File: src/rtl/freq_meter.sv
// Gated frequency meter: counts rising edges of an asynchronous signal over
// a fixed window of clk cycles and reports the count (saturating) once per gate.
//
//   state    | meaning
//   ---------+-----------------------------------------------------------
//   IDLE     | waiting for start; no counting
//   MEASURE  | gate open for GATE_CYCLES cycles, counting synchronized edges
//   DONE     | single cycle; freq/overflow just updated, freq_valid high
module freq_meter #(
    parameter int GATE_CYCLES = 50000000,
    parameter int CNT_W       = 32,
    parameter bit CONTINUOUS  = 1'b0
) (
    input  logic             clk,
    input  logic             rst_n,
    input  logic             sig_in,
    input  logic             start,
    output logic             busy,
    output logic [CNT_W-1:0] freq,
    output logic             freq_valid,
    output logic             overflow
);

    localparam int GW = (GATE_CYCLES > 2) ? $clog2(GATE_CYCLES) : 1;
    localparam logic [GW-1:0]    GATE_LAST = GW'(GATE_CYCLES - 1);
    localparam logic [CNT_W-1:0] CNT_MAX   = '1;

    typedef enum logic [1:0] {
        ST_IDLE    = 2'd0,
        ST_MEASURE = 2'd1,
        ST_DONE    = 2'd2
    } state_e;

    state_e           state_q, state_d;
    logic [GW-1:0]    gate_q, gate_d;
    logic [CNT_W-1:0] edge_q, edge_d;
    logic             sat_q, sat_d;
    logic [CNT_W-1:0] freq_q, freq_d;
    logic             ovf_q, ovf_d;

    logic             sync1_q, sync2_q, hist_q;
    logic             strobe;
    logic [CNT_W-1:0] edge_nx;
    logic             sat_nx;

    // Two-flop synchronizer plus one history flop for rising-edge detection
    always_ff @(posedge clk or negedge rst_n) begin
        if (!rst_n) begin
            sync1_q <= 1'b0;
            sync2_q <= 1'b0;
            hist_q  <= 1'b0;
        end else begin
            sync1_q <= sig_in;
            sync2_q <= sync1_q;
            hist_q  <= sync2_q;
        end
    end

    assign strobe = sync2_q & ~hist_q;

    // Saturating edge-count increment; a strobe at full scale only flags overflow
    always_comb begin
        edge_nx = edge_q;
        sat_nx  = sat_q;
        if (strobe) begin
            if (edge_q == CNT_MAX) begin
                sat_nx = 1'b1;
            end else begin
                edge_nx = edge_q + 1'b1;
            end
        end
    end

    // Next-state logic; counters are cleared whenever a new gate opens
    always_comb begin
        state_d = state_q;
        gate_d  = gate_q;
        edge_d  = edge_q;
        sat_d   = sat_q;
        freq_d  = freq_q;
        ovf_d   = ovf_q;
        case (state_q)
            ST_IDLE: begin
                if (start) begin
                    state_d = ST_MEASURE;
                    gate_d  = '0;
                    edge_d  = '0;
                    sat_d   = 1'b0;
                end
            end
            ST_MEASURE: begin
                edge_d = edge_nx;
                sat_d  = sat_nx;
                if (gate_q == GATE_LAST) begin
                    // The final gate cycle's strobe is included in the result
                    state_d = ST_DONE;
                    freq_d  = edge_nx;
                    ovf_d   = sat_nx;
                end else begin
                    gate_d = gate_q + 1'b1;
                end
            end
            ST_DONE: begin
                if (CONTINUOUS || start) begin
                    state_d = ST_MEASURE;
                    gate_d  = '0;
                    edge_d  = '0;
                    sat_d   = 1'b0;
                end else begin
                    state_d = ST_IDLE;
                end
            end
            default: begin
                state_d = ST_IDLE;
            end
        endcase
    end

    // State, counter and result registers
    always_ff @(posedge clk or negedge rst_n) begin
        if (!rst_n) begin
            state_q <= ST_IDLE;
            gate_q  <= '0;
            edge_q  <= '0;
            sat_q   <= 1'b0;
            freq_q  <= '0;
            ovf_q   <= 1'b0;
        end else begin
            state_q <= state_d;
            gate_q  <= gate_d;
            edge_q  <= edge_d;
            sat_q   <= sat_d;
            freq_q  <= freq_d;
            ovf_q   <= ovf_d;
        end
    end

    assign busy       = (state_q != ST_IDLE);
    assign freq_valid = (state_q == ST_DONE);
    assign freq       = freq_q;
    assign overflow   = ovf_q;

endmodule

File: config.mk
export PLATFORM = sky130hd
export DESIGN_NAME = freq_meter
export DESIGN_NICKNAME = d
export VERILOG_FILES = /design/src/rtl/freq_meter.sv
export SDC_FILE = /design/constraint.sdc
export NUM_CORES = 1
export LEC_CHECK = 0
export ABC_AREA = 1
export BUFFER_PORTS_ARGS = -buffer_cell sky130_fd_sc_hd__buf_2
export CAP_MARGIN = 20
export CORE_MARGIN = 5
export CORE_UTILIZATION = 25
export DETAILED_ROUTE_END_ITERATION = 7
export GPL_ROUTABILITY_DRIVEN = 0
export GPL_TIMING_DRIVEN = 1
export HOLD_SLACK_MARGIN = 0.06
export SYNTH_ARGS = -nofsm -noshare
export SYNTH_HDL_FRONTEND = slang
export SYNTH_SLANG_ARGS = --single-unit
File: constraint.sdc
create_clock -name clk -period 2.4 [get_ports clk]
set_input_delay 0 -clock clk [delete_from_list [all_inputs] [get_ports clk]]
set_output_delay 0 -clock clk [all_outputs]
set_load 0.02 [all_outputs]
==> flow_summary.toml <==
[yosys]
synth_cell_type_count = 32
synth_top_area_share_pct = 40.5
seq_area_frac_synth_pct = 40.5
ys_top_cells_by_area = "dfrtp_1, nand2_1, nand3_1, nor2_1, inv_1"
yosysWarningCount = 0
synth_top_area_cell = "dfrtp_1"
ys_seq_elements = 97
netlist_instances = 893
synth_area_per_cell_sq_um = 6.71
synth_fp_nets = 899
syn_area_sq_um = 5990

[global_route]
grt_busiest_layer = "met2"
use_met2_pct = 20.0
grt_overflow_total = 0
grt_max_degree = 45
grt_pass1_wl_mm = 27.2
use_met1_pct = 16.9
grt_pass1_vias = 5328
antenna_found_initial = 0
grt_use_total_pct = 12.2
gr-usage-met3_pct = 2.45

[floorplanning]
ioPinCount = 39
die_h_um = 165
initial_core_util_pct = 25.5
die_area_sq_um = 27200
core-area_sq_um = 23500
die_x_um = 165
rows = 56

[critical_path]
critPathMaxFanout = 21
cp_data_arrival_time_ps = 2330
end_kind = "flip-flop"
required_ps = 2690
reg2reg_slack_ps = 370
startpoint_type = "flip-flop"
reg2reg_to = "freq[1]$_DFFE_PN0P_"
r2r-start = "edge_q[0]$_DFFE_PN0P_"
r2r_cells = 11
crit_type = "flip-flop to flip-flop"

[placed_design]
dpl.cell_count = 1236
io_buffers = 38
hpwl_mm = 11.3

[timing]
setup_tns_ps = 0
fin_crit_sh_pct = 84.8
finalHoldViolCount = 0
min_period_ps = 2030
finalSetupViolations = 0
skew_ps = 14.2
maxSlewHeadroom_pct = 61.2
slew_viol_final = 0
max_freq_mhz = 492
rsz0062_at_grt = "no"
tightest_slew_ps = 582

[power]
finalPower_mw = 3.78
leakage_nw = 3.64
ir_drop_uv = 317
powerDensity_nw_per_um2 = 552

[layout]
final_common_cell = "nand2_1"
diodes = 0
final_cell_mix = "nand2_1, nor2_1, dfrtp_1, nand3_1, inv_1"
syn2layout_area_growth_pct = 14.1
fill_cells = 2619
multiInputGateArea_sq_um = 3170
final_nets = 937
seq_area_sq_um = 2430
layoutNonFillerInstCount = 1254
drive_gt1_share_pct = 9.84

[detailed_routing]
via_count = 5558
ant_nets = 0
finalWirelength_mm = 15.7
vias_per_cell = 4.43
dr.pass1.iters = 5
routedWlPerCell_um = 12.5
drt-initial-drc-count = 369
drc = 0

[clock_tree]
cts_tree = "built"
clockBufferDepth = 2
worstSkewPairLatency_ps = 360
post-cts-setup-buffers = 0
numCtsBuffers = 9
root_buffer = "clkbuf_16"
cts_htree_levels = 3
clkSinkCount = 97
clk_transition_reported_paths_ps = 70

[hold_path]
whs_path_depth = 4
min_path_type = "primary input to flip-flop"
holdPathEnd = "sat_q$_DFFE_PN0P_"
min_from = "start"

[status]
status = "finished, final reports clean"

[job]
drv_cap = 0
cell usage after synthesis:
library cell,instances
a21o_1,1
buf_1,6
buf_2,3
buf_4,2
buf_6,10
clkbuf_1,5
dfrtp_1,97
ha_1,2
inv_1,55
inv_2,2
inv_6,1
nand2_1,424
nand2_2,4
nand2_4,4
nand3_1,90
nand3_2,1
nand3b_1,6
nand4_1,10
nand4_4,1
nor2_1,116
nor2_2,6
nor2_4,2
nor2_8,3
nor3_1,1
nor3b_1,1
nor4_4,1
o21ai_0,13
o21ai_1,1
o21ai_2,1
or2_2,1
xnor2_1,7
xor2_1,16
cell families after synthesis:
logic type / share of synthesized area, %
AND/OR/NAND/NOR: 47.5
flip-flops: 40.5
buffers and inverters: 6.78
XOR/XNOR: 3.36
AO/OA/AOI/OAI: 1.44
adder cells (fa/ha/maj): 0.417
critical path, cell delays in order, from the launching register on:
cell,delay [ps]
dfrtp_1,470
ha_1,250
nand2_2,90
nor2_4,190
nand2_4,100
nor2_8,170
nand3_4,220
nand2_1,200
inv_1,70
nand2_1,70
nand3_1,80
nand2_1,80
where the power goes:
part	internal [mW]	leakage, nW	switching (mW)
sequential	1.71	1.21	0.108
combinational	0.156	2.28	0.320
clock	0.811	0.147	0.673
metal layers:
layer / wire (um) / vias up / share of wire, %
li1: - / 2841 / -
met4: 123 / 0 / 0.78
met2: 7420 / 102 / 47
met1: 7500 / 2603 / 48
met5: 0 / - / 0
met3: 675 / 12 / 4.3
state kept, by name, summed over array words and instances, names as in the netlist:
signal,cells
sync1_q,1
sync2_q,1
freq,32
sat_q,1
state_q,2
hist_q,1
edge_q,32
overflow,1
gate_q,26
how the worst max path moves through the flow:
stage               cells past startpoint                endpoint                  start  slack, ps
finish                                 11     freq[1]$_DFFE_PN0P_  edge_q[0]$_DFFE_PN0P_        370
global route                           11   edge_q[1]$_DFFE_PN0P_  edge_q[0]$_DFFE_PN0P_        140
CTS                                    11   edge_q[0]$_DFFE_PN0P_  edge_q[0]$_DFFE_PN0P_        210
detailed placement                     11   edge_q[0]$_DFFE_PN0P_  edge_q[0]$_DFFE_PN0P_        210
global placement                       11     freq[0]$_DFFE_PN0P_  edge_q[0]$_DFFE_PN0P_        260
floorplan                              11  edge_q[25]$_DFFE_PN0P_  edge_q[0]$_DFFE_PN0P_        700
layout make-up:
| class | count | area share (%) |
|---|---|---|
| clock buffers | 9 | 3.29 |
| repair buffers | 53 | 4.76 |
| multi-input cells | 712 | 46.3 |
| well taps | 319 | 5.84 |
| inverters | 58 | 3.26 |
| flip-flops and latches | 97 | 35.5 |
| clock inverters | 6 | 1.01 |
stage by stage:
stage | utilization [%] | worst slack [ps] | area [sq um] | hold WS, ps
floorplan | - | 696 | 5990 | -296
global placement | 27.6 | 262 | 6500 | -119
detailed placement | 27.6 | 213 | 6500 | -120
CTS | 29.0 | 206 | 6830 | 178
global route | 29.0 | 142 | 6840 | 258
finish | 29.0 | 366 | 6840 | 181
what timing repair did:
action / 4_1_cts / 5_1_grt
endpoints found under the hold margin: 98 / 0
resized for setup: 0 / 1
setup endpoints to repair: 0 / 4
hold buffers: 3 / 0
Power figures use the tool's default switching activity.
